===== config.mk =====
export PLATFORM = sky130hd
export DESIGN_NAME = branch_predictor
export DESIGN_NICKNAME = d
export VERILOG_FILES = /design/src/rtl/branch_predictor.sv
export SDC_FILE = /design/constraint.sdc
export NUM_CORES = 2
export LEC_CHECK = 0
export ABC_AREA = 1
export BUFFER_PORTS_ARGS = -buffer_cell sky130_fd_sc_hd__buf_2
export CAP_MARGIN = 5
export CORE_UTILIZATION = 30
export CTS_BUF_LIST = sky130_fd_sc_hd__clkbuf_4
export DETAILED_ROUTE_END_ITERATION = 6
export MAX_ROUTING_LAYER = met4
export PLACE_DENSITY = 0.52
export SYNTH_ARGS = -nofsm -noshare
export SYNTH_HDL_FRONTEND = slang
export SYNTH_SLANG_ARGS = --single-unit

===== constraint.sdc =====
create_clock -name i_clk -period 39.3 [get_ports i_clk]
set_clock_uncertainty 0.15 [all_clocks]
set_input_delay 7.86 -clock i_clk [delete_from_list [all_inputs] [get_ports i_clk]]
set_output_delay 7.86 -clock i_clk [all_outputs]
set_load 0.02 [all_outputs]

===== src/rtl/branch_predictor.sv =====
// rtl/branch_predictor.sv - direct-mapped BTB with 2-bit counters and registered mispredict redirect
// Optional BP_PERF_EN adds saturating control-flow and mispredict counters.
module branch_predictor #(
   parameter int XLEN    = 32,
   parameter int ENTRIES = 16,
   parameter int TAG_W   = 8
) (
   input  logic            i_clk,
   input  logic            i_rst,
   input  logic [XLEN-1:0] i_fetchPC,
   output logic            o_predTake,
   output logic [XLEN-1:0] o_predPC,
   output logic            o_predHit,
   input  logic            i_updValid,
   input  logic [XLEN-1:0] i_updPC,
   input  logic            i_updIsBranch,
   input  logic            i_updIsJal,
   input  logic            i_updIsJalr,
   input  logic            i_updTake,
   input  logic [XLEN-1:0] i_updTarget,
   input  logic            i_updPredTake,
   input  logic [XLEN-1:0] i_updPredPC,
   output logic            o_redirect,
   output logic [XLEN-1:0] o_redirectPC
`ifdef BP_PERF_EN
   ,
   output logic [31:0]     o_cfCount,
   output logic [31:0]     o_mispredCount
`endif
);

   localparam int IDX_W = $clog2(ENTRIES);

   typedef enum logic [1:0] {
      TY_BR   = 2'd0,
      TY_JAL  = 2'd1,
      TY_JALR = 2'd2
   } cf_type_e;

   logic [ENTRIES-1:0] valid_q, valid_d;
   logic [TAG_W-1:0]   tag_q    [ENTRIES];
   logic [TAG_W-1:0]   tag_d    [ENTRIES];
   logic [XLEN-1:0]    target_q [ENTRIES];
   logic [XLEN-1:0]    target_d [ENTRIES];
   cf_type_e           type_q   [ENTRIES];
   cf_type_e           type_d   [ENTRIES];
   logic [1:0]         ctr_q    [ENTRIES];
   logic [1:0]         ctr_d    [ENTRIES];

   logic               redirect_q, redirect_d;
   logic [XLEN-1:0]    redirect_pc_q, redirect_pc_d;

   logic [IDX_W-1:0]   f_idx, u_idx;
   logic [TAG_W-1:0]   f_tag, u_tag;
   logic               pred_hit, pred_take;
   logic               upd_hit, upd_has_type, act_take, mis;
   cf_type_e           upd_type;

   assign f_idx = i_fetchPC[IDX_W+1:2];
   assign f_tag = i_fetchPC[IDX_W+TAG_W+1:IDX_W+2];
   assign u_idx = i_updPC[IDX_W+1:2];
   assign u_tag = i_updPC[IDX_W+TAG_W+1:IDX_W+2];

   // Lookup reads the registered tables, so a same-cycle update is not visible yet.
   always_comb begin
      pred_hit  = ~i_rst & valid_q[f_idx] & (tag_q[f_idx] == f_tag);
      pred_take = pred_hit & ((type_q[f_idx] != TY_BR) | ctr_q[f_idx][1]);
   end

   assign o_predHit  = pred_hit;
   assign o_predTake = pred_take;
   assign o_predPC   = pred_take ? target_q[f_idx] : i_fetchPC + XLEN'(4);

   always_comb begin
      upd_has_type = i_updIsBranch | i_updIsJal | i_updIsJalr;
      act_take     = i_updTake | i_updIsJal | i_updIsJalr;
      upd_hit      = valid_q[u_idx] & (tag_q[u_idx] == u_tag);
      if (i_updIsJalr)     upd_type = TY_JALR;
      else if (i_updIsJal) upd_type = TY_JAL;
      else                 upd_type = TY_BR;
      mis = (act_take != i_updPredTake) | (act_take & (i_updTarget != i_updPredPC));
   end

   always_comb begin
      valid_d  = valid_q;
      tag_d    = tag_q;
      target_d = target_q;
      type_d   = type_q;
      ctr_d    = ctr_q;
      if (i_updValid && upd_has_type) begin
         if (upd_hit) begin
            if (upd_type == TY_BR) begin
               if (act_take) begin
                  ctr_d[u_idx]    = (ctr_q[u_idx] == 2'b11) ? 2'b11 : ctr_q[u_idx] + 2'd1;
                  target_d[u_idx] = i_updTarget;
               end else begin
                  ctr_d[u_idx] = (ctr_q[u_idx] == 2'b00) ? 2'b00 : ctr_q[u_idx] - 2'd1;
               end
            end else begin
               target_d[u_idx] = i_updTarget;
               type_d[u_idx]   = upd_type;
            end
         end else if (act_take) begin
            valid_d[u_idx]  = 1'b1;
            tag_d[u_idx]    = u_tag;
            target_d[u_idx] = i_updTarget;
            type_d[u_idx]   = upd_type;
            ctr_d[u_idx]    = (upd_type == TY_BR) ? 2'b10 : 2'b11;
         end
      end
   end

   always_comb begin
      redirect_d    = i_updValid & mis;
      redirect_pc_d = redirect_pc_q;
      if (redirect_d) begin
         redirect_pc_d = act_take ? i_updTarget : i_updPC + XLEN'(4);
      end
   end

   always_ff @(posedge i_clk or posedge i_rst) begin
      if (i_rst) begin
         valid_q       <= '0;
         redirect_q    <= 1'b0;
         redirect_pc_q <= '0;
         for (int i = 0; i < ENTRIES; i++) begin
            tag_q[i]    <= '0;
            target_q[i] <= '0;
            type_q[i]   <= TY_BR;
            ctr_q[i]    <= 2'b01;
         end
      end else begin
         valid_q       <= valid_d;
         tag_q         <= tag_d;
         target_q      <= target_d;
         type_q        <= type_d;
         ctr_q         <= ctr_d;
         redirect_q    <= redirect_d;
         redirect_pc_q <= redirect_pc_d;
      end
   end

   assign o_redirect   = redirect_q;
   assign o_redirectPC = redirect_pc_q;

`ifdef BP_PERF_EN
   logic [31:0] cf_count_q, cf_count_d;
   logic [31:0] mispred_count_q, mispred_count_d;

   always_comb begin
      cf_count_d      = cf_count_q;
      mispred_count_d = mispred_count_q;
      if (i_updValid && upd_has_type && (cf_count_q != 32'hFFFF_FFFF)) begin
         cf_count_d = cf_count_q + 32'd1;
      end
      if (i_updValid && mis && (mispred_count_q != 32'hFFFF_FFFF)) begin
         mispred_count_d = mispred_count_q + 32'd1;
      end
   end

   always_ff @(posedge i_clk or posedge i_rst) begin
      if (i_rst) begin
         cf_count_q      <= '0;
         mispred_count_q <= '0;
      end else begin
         cf_count_q      <= cf_count_d;
         mispred_count_q <= mispred_count_d;
      end
   end

   assign o_cfCount      = cf_count_q;
   assign o_mispredCount = mispred_count_q;
`endif

endmodule


==> metrics.md <==
| Metric | Value |
|---|---|
| Internal Power | `1.49 mW` |
| Setup violations, final | `0` |
| Most common cell in the netlist | `nand2_1` |
| Sw power | `0.730 mW` |
| Postcts setup bufs | `0` |
| Flop pwr share | `48.3%` |
| Number of global-route vias before repair | `32800` |
| Routability congestion estimate | `0.913` |
| Routed vias | `34800` |
| Antenna violations before repair | `10` |
| Nets | `5072` |
| DRC viols | `19` |
| Top_reg_cell synth | `dfrtp_1` |
| Arrival time at the worst endpoint | `12.65 ns` |
| Post-layout min period | `20.66 ns` |
| Post-synth top area share | `49.0%` |
| Max-slew violations | `0` |
| Rows | `129` |
| Clk sink count | `753` |
| Crit path kind | `input pin to output port` |
| Share of flip-flops with an asynchronous set or reset | `100%` |
| Die height | `356 um` |
| Post-synth top area cell | `dfrtp_1` |
| Leakage Power | `18.8 nW` |
| Die area | `127000 um^2` |
| Worst vdd ir | `0.0293 mV` |
| CP Capture Type | `output port` |
| Pwr/cell area | `52.6 nW/um^2` |
| DRT Pass-1 Iters | `7` |
| DP HPWL | `89.7 mm` |
| Period Utilization, post-route | `52.6%` |
| Core Area | `124000 um^2` |
| Post-synthesis cell type count | `47` |
| Number of max-cap violations | `0` |
| Overflow after GRT | `0` |
| Failing checks | `design-rule violations` |
| Clk network pwr share | `32.0%` |
| Clock latency on the worst-skew pair | `1.14 ns` |
| Largest net degree at the start of global routing | `162` |
| Post-CTS sizing | `0` |
| CTS H-Tree Depth | `4` |
| IO Port Bufs | `202` |
| Final ANT Viol Nets | `0` |
| Clock slew at reported path FFs | `0.06 ns` |
| Utilization after layout | `34.0%` |
| Initial Util | `30.3%` |
| DP Area | `39600 um^2` |
| Post-synthesis sequential area ratio | `50.1%` |
| WL per Instance | `21.6 um` |
| Logic gate share of total power | `19.6%` |
| Slew Limit Headroom | `9.54%` |
| GRT Total Usage | `23.5%` |
| Status | `finished, violations left` |
| CP max FO | `84` |
| Max frequency | `0.0484 GHz` |
| Die X-Extent | `356 um` |
| WP data required | `31.29 ns` |
| Post-synthesis register bit count | `753` |
| Worst-margin pin slew | `1.35 ns` |
| Layout cell share with drive strength beyond 1 | `12.7%` |
| CTS Root Cell | `clkbuf_4` |
| Main area contributors after synthesis | `dfrtp_1, nand2_1, a21oi_1, nor2_1, o21ai_0` |
| CTS tree | `yes` |
| HP Class | `flop to flop` |
| Clk buf depth | `3` |
| Design area | `42200 um^2` |
| Fin. Hold Viols | `0` |
| Number of synthesized flops with an enable pin | `0` |
| P&R area growth vs syn | `12.1%` |
| I/O pin count | `203` |
| Drt initial violations | `3526` |
| CTS Hold Bufs | `0` |
| Post-Route WL | `145 mm` |
| Startpoint Class | `input pin` |
| Syn Nets | `4975` |
| Synth warnings | `0` |
| Mapped Area | `37700 um^2` |
| Filler cells | `13300` |
| CTS buffer count | `198` |
| RSZ-0062 raised after global routing | `false` |
| Syn avg cell area | `7.79 um^2` |
| Post-DR vias/cell | `5.17` |
| Total power | `2.22 mW` |
| Sw Share | `32.9%` |
| Mapped Cells | `4834` |
| Setup TNS | `0 ns` |
| First-pass GRT wire length | `217 mm` |
| Top cells by count, synth | `nand2_1, nor2_1, dfrtp_1` |
-- registers in the layout, indices dropped and copies added, names as in the netlist --
register / count
valid_q: 16
ctr_q: 32
o_redirectPC: 32
tag_q: 128
type_q: 32
o_redirect: 1
target_q: 512
-- cell families (layout without fill, tap and decap cells) --
kind of cell | count (synthesis) | in the layout | synth area share, %
and+or+nand+nor | 2046 | 2046 | 22.3
adders and majority gates | 5 | 5 | 0.166
DFF | 753 | 753 | 50.1
other | 0 | 10 | 0
buffers and inverters | 615 | 857 | 7.02
xor gates and xnor gates | 46 | 46 | 1.07
AOI/OAI and AO/OA | 1369 | 1369 | 19.4
-- metrics by stage --
step,setup WS (ns),cells,hold WS [ns]
after floorplan,5.45,4834,0.280
after CTS,18.71,6713,0.311
after global placement,18.78,6368,0.300
final,18.64,6723,0.309
after global routing,18.35,6722,0.319
after detailed placement,18.74,6368,0.301
-- worst max-delay path, stage by stage --
cell and delay [ns]:
clkbuf_8 0.57, buf_4 0.84, a21oi_1 0.16, o21ai_0 0.11, nand3_1 0.13, nand3_1 0.12
a21oi_1 0.07, or2_2 0.31, nor3_2 0.64, nand3_4 0.95, o21ai_0 0.50, buf_2 0.23
-- power groups by stage --
| stage | Combinational [mW] | Sequential (mW) | Clock, mW |
|---|---|---|---|
| 6_report | 0.436 | 1.07 | 0.711 |
| 5_1_grt | 0.499 | 1.10 | 0.772 |
| 4_1_cts | 0.437 | 1.07 | 0.733 |
| 3_5_place_dp | 0.435 | 1.08 | 0 |
| 3_3_place_gp | 0.426 | 1.08 | 0 |
| 2_1_floorplan | 0.311 | 1.06 | 0 |
-- cell usage in the layout, fill, tap and decap left out, drive strengths merged --
cell type / netlist / final
nand2: 909 / 909
nor2: 770 / 770
dfrtp: 737 / 737
a21oi: 600 / 600
o21ai: 599 / 599
clkbuf: 185 / 300
buf: 180 / 261
nand3: 225 / 225
inv: 217 / 224
clkinv: 33 / 65
a22oi: 64 / 64
nand4: 43 / 43
a221oi: 42 / 42
nor3: 32 / 32
xor2: 31 / 31
and3: 29 / 29
o22ai: 28 / 28
nor4: 27 / 27
o211ai: 23 / 23
dfstp: 16 / 16
xnor2: 15 / 15
diode: 0 / 10
ha: 5 / 5
or2: 4 / 4
o2111ai: 4 / 4
clkinvlp: 0 / 4
nor4b: 3 / 3
a31oi: 3 / 3
o31ai: 3 / 3
bufinv: 0 / 3
nand3b: 2 / 2
a22o: 1 / 1
a211oi: 1 / 1
nor3b: 1 / 1
o21bai: 1 / 1
and2: 1 / 1
-- layout make-up --
cell class / instances / area [um^2] / share of cell area, %
inverters: 250 / 961 / 2.28
clock buffers: 299 / 2240 / 5.32
clock inverters: 46 / 293 / 0.694
diodes: 10 / 25.0 / 0.0593
well taps: 1637 / 2050 / 4.85
repair buffers: 262 / 1500 / 3.56
flip-flops and latches: 753 / 18900 / 44.7
multi-input cells: 3466 / 16300 / 38.5
-- final timing paths --
path,end,slack (ns),cells past startpoint,from
hold reg to reg,ctr_q[18],0.31,2,ctr_q[18]
setup reg to reg,ctr_q[25],35.59,16,tag_q[32]
hold / removal,ctr_q[18],0.31,2,ctr_q[18]
max in group asynchronous,target_q[58],30.30,4,i_rst
setup / recovery,o_predPC[21],18.64,12,i_fetchPC[2]
min in group asynchronous,o_redirectPC[14],6.64,2,i_rst
-- layer usage --
layer	GRT usage, %	wire (um)	vias up
li1	-	-	16400
met1	32.5	67300	16900
met2	35.0	65600	1265
met3	4.12	9920	182
met4	6.99	2680	0
met5	-	0	-
(Power assumes the default switching activity.)
